--- src/rtl/fir_stage.sv ---
// Three-tap FIR stage: accepts one 10-bit sample per idle visit, multiplies and accumulates
// one tap per cycle, then emits a shifted, saturated 10-bit result with a one-cycle strobe.
module fir_stage #(
  parameter int unsigned SHIFT = 8
) (
  input  logic        clk,
  input  logic        reset,
  input  logic        in_valid,
  input  logic [9:0]  in_sample,
  input  logic [29:0] coeffs,
  output logic        in_ready,
  output logic        out_valid,
  output logic [9:0]  filtered,
  output logic        overrun
);

  localparam int unsigned AccW = 24;

  typedef enum logic [1:0] {StIdle, StMac, StOut} state_e;

  state_e                 state_q, state_d;
  logic [1:0]             k_q, k_d;
  logic signed [AccW-1:0] acc_q, acc_d;
  logic [9:0]             x0_q, x0_d, x1_q, x1_d, x2_q, x2_d;
  logic [29:0]            coef_q, coef_d;
  logic [9:0]             filtered_q, filtered_d;
  logic                   out_valid_q, out_valid_d;
  logic                   overrun_q, overrun_d;

  logic [9:0]             tap_coef_raw;
  logic [9:0]             tap_x_raw;
  logic signed [20:0]     tap_coef;
  logic signed [20:0]     tap_x;
  logic signed [20:0]     product;
  logic signed [AccW-1:0] shifted;

  // Tap select for the current MAC step.
  always_comb begin
    tap_coef_raw = coef_q[9:0];
    tap_x_raw    = x0_q;
    unique case (k_q)
      2'd0: begin
        tap_coef_raw = coef_q[9:0];
        tap_x_raw    = x0_q;
      end
      2'd1: begin
        tap_coef_raw = coef_q[19:10];
        tap_x_raw    = x1_q;
      end
      default: begin
        tap_coef_raw = coef_q[29:20];
        tap_x_raw    = x2_q;
      end
    endcase
  end

  // |c*x| <= 512*1023 fits in 21 signed bits, so the truncated product is exact.
  assign tap_coef = {{11{tap_coef_raw[9]}}, tap_coef_raw};
  assign tap_x    = {11'b0, tap_x_raw};
  assign product  = tap_coef * tap_x;
  assign shifted  = acc_q >>> SHIFT;

  always_comb begin
    state_d     = state_q;
    k_d         = k_q;
    acc_d       = acc_q;
    x0_d        = x0_q;
    x1_d        = x1_q;
    x2_d        = x2_q;
    coef_d      = coef_q;
    filtered_d  = filtered_q;
    out_valid_d = 1'b0;
    overrun_d   = overrun_q;

    if (in_valid && (state_q != StIdle)) begin
      overrun_d = 1'b1;
    end

    unique case (state_q)
      StIdle: begin
        if (in_valid) begin
          x2_d    = x1_q;
          x1_d    = x0_q;
          x0_d    = in_sample;
          coef_d  = coeffs;
          acc_d   = '0;
          k_d     = 2'd0;
          state_d = StMac;
        end
      end
      StMac: begin
        acc_d = acc_q + {{(AccW - 21){product[20]}}, product};
        if (k_q == 2'd2) begin
          k_d     = 2'd0;
          state_d = StOut;
        end else begin
          k_d = k_q + 2'd1;
        end
      end
      StOut: begin
        if (shifted[AccW-1]) begin
          filtered_d = 10'd0;
        end else if (|shifted[AccW-2:10]) begin
          filtered_d = 10'd1023;
        end else begin
          filtered_d = shifted[9:0];
        end
        out_valid_d = 1'b1;
        state_d     = StIdle;
      end
      default: state_d = StIdle;
    endcase
  end

  always_ff @(posedge clk or posedge reset) begin
    if (reset) begin
      state_q     <= StIdle;
      k_q         <= 2'd0;
      acc_q       <= '0;
      x0_q        <= '0;
      x1_q        <= '0;
      x2_q        <= '0;
      coef_q      <= '0;
      filtered_q  <= '0;
      out_valid_q <= 1'b0;
      overrun_q   <= 1'b0;
    end else begin
      state_q     <= state_d;
      k_q         <= k_d;
      acc_q       <= acc_d;
      x0_q        <= x0_d;
      x1_q        <= x1_d;
      x2_q        <= x2_d;
      coef_q      <= coef_d;
      filtered_q  <= filtered_d;
      out_valid_q <= out_valid_d;
      overrun_q   <= overrun_d;
    end
  end

  assign in_ready  = (state_q == StIdle);
  assign out_valid = out_valid_q;
  assign filtered  = filtered_q;
  assign overrun   = overrun_q;

endmodule

--- config.mk ---
export PLATFORM = sky130hd
export DESIGN_NAME = fir_stage
export DESIGN_NICKNAME = d
export VERILOG_FILES = /design/src/rtl/fir_stage.sv
export SDC_FILE = /design/constraint.sdc
export NUM_CORES = 1
export LEC_CHECK = 0
export BUFFER_PORTS_ARGS = -buffer_cell sky130_fd_sc_hd__buf_2
export CAP_MARGIN = 40
export CORE_ASPECT_RATIO = 0.9
export CORE_MARGIN = 1
export CORE_UTILIZATION = 55
export DETAILED_ROUTE_END_ITERATION = 16
export MAX_ROUTING_LAYER = met4
export PLACE_DENSITY = 0.75
export SLEW_MARGIN = 10
export SYNTH_ARGS = -nofsm -noshare
export SYNTH_HDL_FRONTEND = slang
export SYNTH_SLANG_ARGS = --single-unit
--- constraint.sdc ---
create_clock -name clk -period 19.45 [get_ports clk]
set_input_delay 0.9725 -clock clk [delete_from_list [all_inputs] [get_ports clk]]
set_output_delay 0.9725 -clock clk [all_outputs]
set_load 0.01 [all_outputs]
==> key figures <==
Global route
  – GR Overflow Total: 0
  – Number of global-route vias before repair: approximately 6800
  – Total GRT Usage: 24.72%
  – First-pass GRT wire length: 31320 um
  – Pin count of the biggest net entering global routing: 82
  – Initial antenna violation count: 0

Setup path
  – Largest stage delay on the critical path: 680 ps
  – Worst path depth: 31
  – Worst R2R Path Depth: 31
  – R2r startpoint: k_q[0]
  – Crit path capture type: register
  – Worst path most repeated cell: fa_1
  – Crit path max fanout: 12
  – Worst Setup SP: k_q[0]
  – Flop-to-flop setup slack: 10900 ps
  – Worst path slowest cell: dfrtp_1
  – Data required time at the worst endpoint: 19700 ps
  – WP data arrival: 8800 ps
  – Critical path startpoint category: register
  – FF-to-FF End: acc_q[23]
  – Crit path kind: register to register
  – Worst Path Buf+Inv: 4
  – Top delay family on crit path: adder cells
  – CP Capture Point: acc_q[23]

Clock network
  – Root buf cell: clkbuf_16
  – Clock sinks: 100
  – TritonCTS Buffers: 9
  – Post_cts resized: 0
  – Max H-tree Level: 3
  – Post-CTS Hold Fix Bufs: 0
  – CTS tree: built
  – Clk slew on worst S/H paths: 80 ps
  – Worst skew pair latency: roughly 360 ps
  – CTS max path bufs: 2
  – Setup bufs post-CTS: 0

STA
  – Setup TNS: 0 ps
  – Rel. slew slack: 38.04%
  – Worst Tran Pin Value: around 920 ps
  – # setup viols final: 0
  – Maximum clock rate: ~120 MHz
  – WHS: around 470 ps
  – Final period util: a little over two fifths
  – RSZ-0062 raised after global routing: false
  – Skew final: 8.708 ps
  – Final hold viol count: 0
  – Fin. max-slew vios: 0
  – Post-route minimum period: 8546 ps

Worst hold path
  – Worst min path class: register to register

Synth
  – Library cells used by synthesis: 61
  – Cells after Synth: 1039
  – Seq/Total Area, Yosys: 28.38%
  – Cell type with the highest aggregate area in the netlist: dfrtp_1
  – Yosys top cell area share: 28.38%
  – Top cells by area, synth: dfrtp_1 28%, fa_1 15%, ha_1 13%
  – Post-synth top flop: dfrtp_1
  – Seq cells post-synth: 100
  – Number of synthesized flops with an enable pin: 0
  – Syn_area_per_cell: 8.486 um^2
  – Syn Nets: 1235
  – Mapped Area: 8817 um^2
  – Yosys warning count: 0
  – Asr flop ratio synth: 100.0%

Cells and area
  – Final nets: 1275
  – FILL cells: 1372
  – FF+latch area: 2502 um^2
  – Layout cell share with drive strength beyond 1: 9.133%
  – Area grow syn2layout: 8.514%
  – Multi-input gate area: 5777 um^2
  – Fin util: 61.54%
  – Diode count: 0

Die
  – Chip height: 122.1 um
  – Die X: between 100 and 150 um
  – Die area: 16540 um^2
  – Std-Cell Rows: 43
  – Initial Utilization: 56.71%
  – Core ar.: around 16000 um^2
  – I/O pin count: 56

Routing
  – DRC violation count after routing: 0
  – Iteration-0 DRC Markers: 382
  – Vias post-DR: between 6000 and 7000
  – Average routed wire per standard cell: 14.13 um
  – DRT antenna net count: 0
  – DRT Wirelength: 18180 um
  – Via density: between 5 and 6
  – First-pass DRT Iterations: 4

Placement
  – Port Buf Inserts: 55
  – RD Place Congestion: about 0.9
  – HPWL after detailed placement: 13830 um

Run status
  – Outcome: completed

Run
  – Maxcap violations: 0
[routing by layer]
metal | part of all wire [%] | wire [um] | vias up | track usage, %
li1 | - | - | 3458 | -
met1 | 46 | 8375 | 3287 | 32.56
met2 | 48 | 8744 | 135 | 39.42
met3 | 4.5 | 816 | 23 | 4.203
met4 | 1.3 | 240 | 0 | 6.812
met5 | 0 | 0 | - | -
[registers in the layout, indices dropped and copies added (netlist names)]
register,count
x0_q,10
x1_q,10
k_q,2
out_valid,1
x2_q,10
state_q,2
coef_q,30
filtered,10
acc_q,24
overrun,1
[cell type report]
type,count,share of cell area (%)
inverter,103,4.067
sequential,100,26.15
multi-input combinational,803,60.38
clock inverter,7,0.8500
tap,202,2.642
timing repair buffer,62,3.557
clock buffer,9,2.354
[kinds of logic after synthesis]
group / Yosys count / synth area share (%)
simple gates: 447 / 21.56
mux: 21 / 2.398
compound gates: 146 / 10.70
xor+xnor: 36 / 3.661
flops: 100 / 28.38
buf+inv: 136 / 6.144
fa+ha+maj: 153 / 27.16
[stage by stage]
stage / instance area [um^2] / setup WS, ps / cells
final: 9568 / 10900 / 1286
after global routing: 9568 / 10400 / 1286
after CTS: 9568 / 10890 / 1286
after detailed placement: 9261 / 10950 / 1270
after global placement: 9234 / 11120 / 1268
after floorplan: 8817 / 11540 / 1039
[worst register-to-register path: cells and delay by family (launching register included)]
| kind | cells | cell delay [ps] |
|---|---|---|
| buf+inv | 4 | 510 |
| mux | 1 | 220 |
| xor+xnor | 2 | 310 |
| fa+ha+maj | 7 | 3350 |
| compound gates | 13 | 2830 |
| flops | 1 | 680 |
| simple gates | 4 | 540 |
[cells in the final DEF (no fill, tap or decap), types with 3 or more instances in the layout]
master,Yosys,final
nand3_1,28,28
ha_1,89,89
a31oi_1,3,3
clkbuf_16,0,9
nand2b_1,18,18
o21ai_1,47,47
fa_1,64,64
buf_4,1,6
nand4_1,3,3
inv_1,101,100
o31ai_1,11,11
o21bai_1,5,5
and3_1,5,5
o211ai_1,3,3
nand2_1,264,263
o21a_1,11,11
dfrtp_1,100,100
and2_1,9,8
a21o_1,7,7
xor2_1,17,17
nor3_1,9,9
a21oi_1,32,32
o21ai_0,7,7
nor2b_1,10,10
buf_2,0,55
nor2_1,86,86
mux2i_1,20,20
xnor2_1,18,18
[worst min path at each step]
stage | to | cells after the start | start | slack (ps)
2_1_floorplan | coef_q[0] | 2 | coef_q[0] | 440
3_3_place_gp | overrun | 1 | overrun | 450
3_5_place_dp | overrun | 1 | overrun | 450
4_1_cts | overrun | 1 | overrun | 480
5_1_grt | coef_q[16] | 2 | coef_q[16] | 490
6_report | overrun | 1 | overrun | 470
[cells in the mapped netlist (2+ instances only)]
library cell  count
inv_1           101
nor2_1           86
dfrtp_1         100
clkbuf_8          2
a22o_1            2
nor3_1            9
o311ai_1          2
clkbuf_1         28
xor2_1           17
a21o_1            7
nand3_1          28
mux2i_1          20
nor2b_1          10
ha_1             89
nand2b_1         18
o21ai_1          47
o31ai_1          11
nand4_1           3
nor3b_1           2
a21oi_1          32
and2_1            9
o2111ai_1         2
o211ai_1          3
o211ai_2          2
o21ai_0           7
o21a_1           11
a31oi_1           3
xnor2_1          18
o21bai_1          5
inv_2             2
fa_1             64
nand4b_1          2
nand2_1         264
and3_1            5
or3_2             2
Power is left out: the tool's default activity adds up to more than one toggle a clock period on the data nets, which glitch-free logic cannot reach.
